<file path="src/rtl/pc_gen.sv">
// rtl/pc_gen.sv - registered fetch PC generator with prioritised redirects, misalign trap and debug halt (optional PC_GEN_COMPRESSED_EN)
module pc_gen #(
    parameter int              XLEN      = 32,
    parameter logic [XLEN-1:0] RESET_VEC = XLEN'(32'h0000_0000),
    parameter logic [XLEN-1:0] TRAP_VEC  = XLEN'(32'h0000_0100)
) (
    input  logic            clk,
    input  logic            reset,
    output logic [XLEN-1:0] pc,
    output logic            pc_valid,
    input  logic            pc_ready,
    input  logic            redir_valid,
    input  logic [1:0]      redir_sel,
    input  logic [XLEN-1:0] jmp_addr,
    input  logic [XLEN-1:0] epc,
    input  logic            halt_req,
    input  logic            resume_req,
`ifdef PC_GEN_COMPRESSED_EN
    input  logic            is_compressed,
`endif
    output logic            halted,
    output logic            misalign,
    output logic [XLEN-1:0] misalign_addr
);

    typedef enum logic [1:0] {
        BOOT = 2'd0,
        RUN  = 2'd1,
        HALT = 2'd2
    } state_t;

    localparam logic [1:0] SEL_JUMP   = 2'd0;
    localparam logic [1:0] SEL_TRAP   = 2'd1;
    localparam logic [1:0] SEL_RETURN = 2'd2;

    state_t          state;
    state_t          state_nxt;
    logic [XLEN-1:0] pc_nxt;
    logic [XLEN-1:0] target;
    logic [XLEN-1:0] incr;
    logic [XLEN-1:0] maddr_nxt;
    logic            mis_nxt;
    logic            take_redir;
    logic            take_trap;
    logic            target_bad;

    // Redirect decode: pick the target and decide whether it is a trap or a checked jump/return
    always_comb begin
        target     = jmp_addr;
        take_redir = 1'b0;
        take_trap  = 1'b0;
        if (redir_valid) begin
            case (redir_sel)
                SEL_TRAP: begin
                    take_redir = 1'b1;
                    take_trap  = 1'b1;
                end
                SEL_RETURN: begin
                    take_redir = 1'b1;
                    target     = epc;
                end
                SEL_JUMP: begin
                    take_redir = 1'b1;
                    target     = jmp_addr;
                end
                default: ;
            endcase
        end
`ifdef PC_GEN_COMPRESSED_EN
        target_bad = target[0];
        incr       = is_compressed ? XLEN'(2) : XLEN'(4);
`else
        target_bad = |target[1:0];
        incr       = XLEN'(4);
`endif
    end

    // Next-state and next-PC selection; redirects win over sequential advance and apply in HALT too
    always_comb begin
        state_nxt = state;
        pc_nxt    = pc;
        mis_nxt   = 1'b0;
        maddr_nxt = misalign_addr;
        case (state)
            BOOT: state_nxt = RUN;
            RUN, HALT: begin
                if (take_redir) begin
                    if (take_trap) begin
                        pc_nxt = TRAP_VEC;
                    end else if (target_bad) begin
                        pc_nxt    = TRAP_VEC;
                        mis_nxt   = 1'b1;
                        maddr_nxt = target;
                    end else begin
                        pc_nxt = target;
                    end
                end else if (state == RUN && pc_ready && !halt_req) begin
                    // wraps modulo 2^XLEN by construction
                    pc_nxt = pc + incr;
                end
                if (state == RUN && halt_req) begin
                    state_nxt = HALT;
                end else if (state == HALT && resume_req && !halt_req) begin
                    state_nxt = RUN;
                end
            end
            default: state_nxt = BOOT;
        endcase
    end

    // State, PC and misalign capture registers
    always_ff @(posedge clk or negedge reset) begin
        if (!reset) begin
            state         <= BOOT;
            pc            <= RESET_VEC;
            misalign      <= 1'b0;
            misalign_addr <= '0;
        end else begin
            state         <= state_nxt;
            pc            <= pc_nxt;
            misalign      <= mis_nxt;
            misalign_addr <= maddr_nxt;
        end
    end

    assign pc_valid = (state == RUN);
    assign halted   = (state == HALT);

endmodule
</file>
<file path="config.mk">
export PLATFORM = sky130hd
export DESIGN_NAME = pc_gen
export DESIGN_NICKNAME = d
export VERILOG_FILES = /design/src/rtl/pc_gen.sv
export SDC_FILE = /design/constraint.sdc
export NUM_CORES = 1
export LEC_CHECK = 0
export ABC_AREA = 0
export CAP_MARGIN = 10
export CORE_MARGIN = 2
export CORE_UTILIZATION = 25
export CTS_CLUSTER_DIAMETER = 40
export DETAILED_ROUTE_END_ITERATION = 7
export SLEW_MARGIN = 10
export SYNTH_ARGS = -nofsm -noshare
export SYNTH_HDL_FRONTEND = slang
export SYNTH_SLANG_ARGS = --single-unit
</file>
<file path="constraint.sdc">
create_clock -name clk -period 2.8 [get_ports clk]
set_clock_uncertainty 0.2 [all_clocks]
set_input_delay 0.56 -clock clk [delete_from_list [all_inputs] [get_ports clk]]
set_output_delay 0.56 -clock clk [all_outputs]
set_load 0.05 [all_outputs]
</file>
==> metrics <==
status=finished, final reports clean; # diodes=0; DR vias/cell=4.88; DRT Wirelength=13.4 mm; share of cells above drive strength 1=13.2%; num ports=139; Post-DRT Antenna Nets=0; # H-tree levels=3; CP required=2.04 ns; Post-CTS Setup Repair Bufs=0; initial antenna violation count=0; post-synthesis adder-cell area fraction=1.58%; clk slew on worst S/H paths=0.05 ns; GP Congestion=0.817; CTS tree=done; slew margin rel.=38.7%; Synth Area in Simple Gates=18.4%; core region area=15,300 sq um; met1 WL=5.92 mm; post-synthesis mux area share=8.65%; total of max-cap violations=0; GRT overflow=0; Yosys warnings=0; DRT iter0 DRCs=207; ys flop type=dfrtp_1; die area=16,800 sq um; commonest cells after routing, fill and taps aside=clkdlybuf4s50_1, dfrtp_1, nor2_1, mux2i_1, a21oi_2; Die X-Extent=130 microns; WS Path Type=flop to primary output; commonest non-fill, non-tap cell in the layout=clkdlybuf4s50_1; DRC=0; DR WL/cell=17.5 microns; P per Cell Area=1080 nW/um^2; Reg2Reg Setup Slack=0.42 ns; fraction of registers with async set/reset=100%; worst r2r dst=pc[27]$_DFFE_PN0P_; Net Count, Synth=487; area leader, netlist=dfrtp_1; nets=633; post-synthesis cell count=410; Final Util=38.6%; I/O Buffers=138; DP Area=5650 sq um; Hold Fails Final Rpt=0; R2R depth=7; Worst R2R Start=state[0]$_DFFE_PN0P_; setup TNS=0 ns; CP startpoint kind=flop; HP Class=primary input to async pin; Bufs on Longest Clock Path=2; Inst Count DP=756; final instance count without filler cells=770; Data arrival, critical path=1.86 ns; first-pass GRT wire length=20.8 mm; critical-path maximum fanout=4; clock latency on the worst-skew pair=0.34 ns; Crit. End Element=primary output; max layer used=met4; Clock Tree Root=clkbuf_16; post-synth top area share=42.5%; row cnt=45; Tot GR Track Use=16.2%; Static Leakage=0.00224 uW; Final period util=93.5%; maximum vdd drop=0.000484 V; Final setup viols=0; Initial Util=25.8%; post-synthesis sequential area ratio=42.5%; vias in the first global route=3,833; Clock Sinks=67; fin crit period=2.62 ns; Met2 Wirelength=6.39 mm; Pwr Total=6370 uW; Max Freq=0.382 GHz; Fill cells=1,554; design area=5900 sq um; routed wl met3=971 microns; Yosys cell types=56; number of synthesized flops with an enable pin=0; Synth Area in Compound Gates=24.0%; Num CTS Buffers=9; largest family of logic cells by synthesized area=compound AO/OA/AOI/OAI gates; xor and xnor area share after synthesis=0%; Least-Margin Pin Slew=0.919 ns; RSZ-0062 raised after global routing=false; syn avg cell area=9.63 sq um; number of iterations in the first detailed-routing pass=4; Die Ht=130 microns; #FFs+latches synth=67; mapped cell area=3950 sq um; largest net degree at the start of global routing=68; fin. max-slew vios=0; Vias=3,754; DP Wirelength=9.89 mm; top cells by area, synth=dfrtp_1, mux2i_1, a21oi_2; Area growth syn-to-layout=49.5%
power by group:
part | total (uW) | switching, uW | internal [uW]
Sequential | 1770 | 395 | 1370
Combinational | 3600 | 2330 | 1270
Clock | 1000 | 423 | 582
Total | 6370 | 3150 | 3220
cells by family (layout without fill, tap and decap cells):
group,Yosys count,in the layout
simple gates,141,141
compound gates,129,129
flops,67,67
mux,34,34
buf+inv,34,183
fa+ha+maj,5,5
metrics by stage:
stage               worst slack [ns]  hold slack (ns)
floorplan                      0.404           0.0644
global placement               0.110            0.272
detailed placement            0.0375            0.271
CTS                           0.0599            0.186
global route                   0.124            0.242
finish                         0.181            0.138
registers in the layout, summed over array words and instances (netlist names):
register / cells
pc: 32
state: 2
misalign_addr: 32
misalign: 1
cell usage after synthesis, drive strengths merged (2+ instances only):
library cell / number
a211o: 3
nand4: 6
o311ai: 3
dfrtp: 67
a31oi: 7
o21ai: 29
inv: 9
nand2b: 2
ha: 5
nand2: 25
and4: 5
buf: 19
nand3: 14
o22ai: 2
a41oi: 2
clkbuf: 6
o32ai: 5
nor2: 48
a22o: 10
o41ai: 2
nor4: 4
nand4b: 2
a21o: 3
a21oi: 41
mux2i: 33
o31ai: 3
and3: 6
or4: 2
and2: 5
nor3: 14
a22oi: 5
o32a: 2
o21a: 2
o2bb2ai: 4
or3: 4
worst max-delay path, stage by stage (launching register included):
cell,delay [ns]
dfrtp_1,0.41
inv_1,0.10
ha_1,0.20
clkdlybuf4s50_1,0.82
worst max-delay path by stage:
| stage | end | cells past startpoint | slack [ns] | start |
|---|---|---|---|---|
| 4_1_cts | pc_valid | 3 | 0.06 | state[1]$_DFFE_PN0P_ |
| 6_report | halted | 3 | 0.18 | state[0]$_DFFE_PN0P_ |
| 2_1_floorplan | pc[18]$_DFFE_PN0P_ | 8 | 0.40 | state[0]$_DFFE_PN0P_ |
| 5_1_grt | halted | 3 | 0.12 | state[0]$_DFFE_PN0P_ |
| 3_5_place_dp | pc[9]$_DFFE_PN0P_ | 6 | 0.04 | redir_sel[1] |
| 3_3_place_gp | pc[9]$_DFFE_PN0P_ | 6 | 0.11 | redir_sel[1] |
metal layers:
layer,GRT usage [%],vias up
met5,0,-
met4,6.64,0
met3,4.05,12
met2,25.8,116
met1,21.1,1807
li1,-,1819
repair_timing:
item / 4_1_cts / 5_1_grt
setup endpoints to repair: 0 / 1
resized for setup: 0 / 1
hold buffers: 0 / 0
area by class of cell:
type	count	area, sq um	area share (%)
multi-input cells	309	2080	35.3
flip-flops and latches	67	1680	28.4
repair buffers	160	1600	27.0
well taps	211	264	4.47
clock buffers	10	229	3.88
inverters	9	33.8	0.572
clock inverters	4	20.0	0.339
Power figures use the tool's default switching activity.
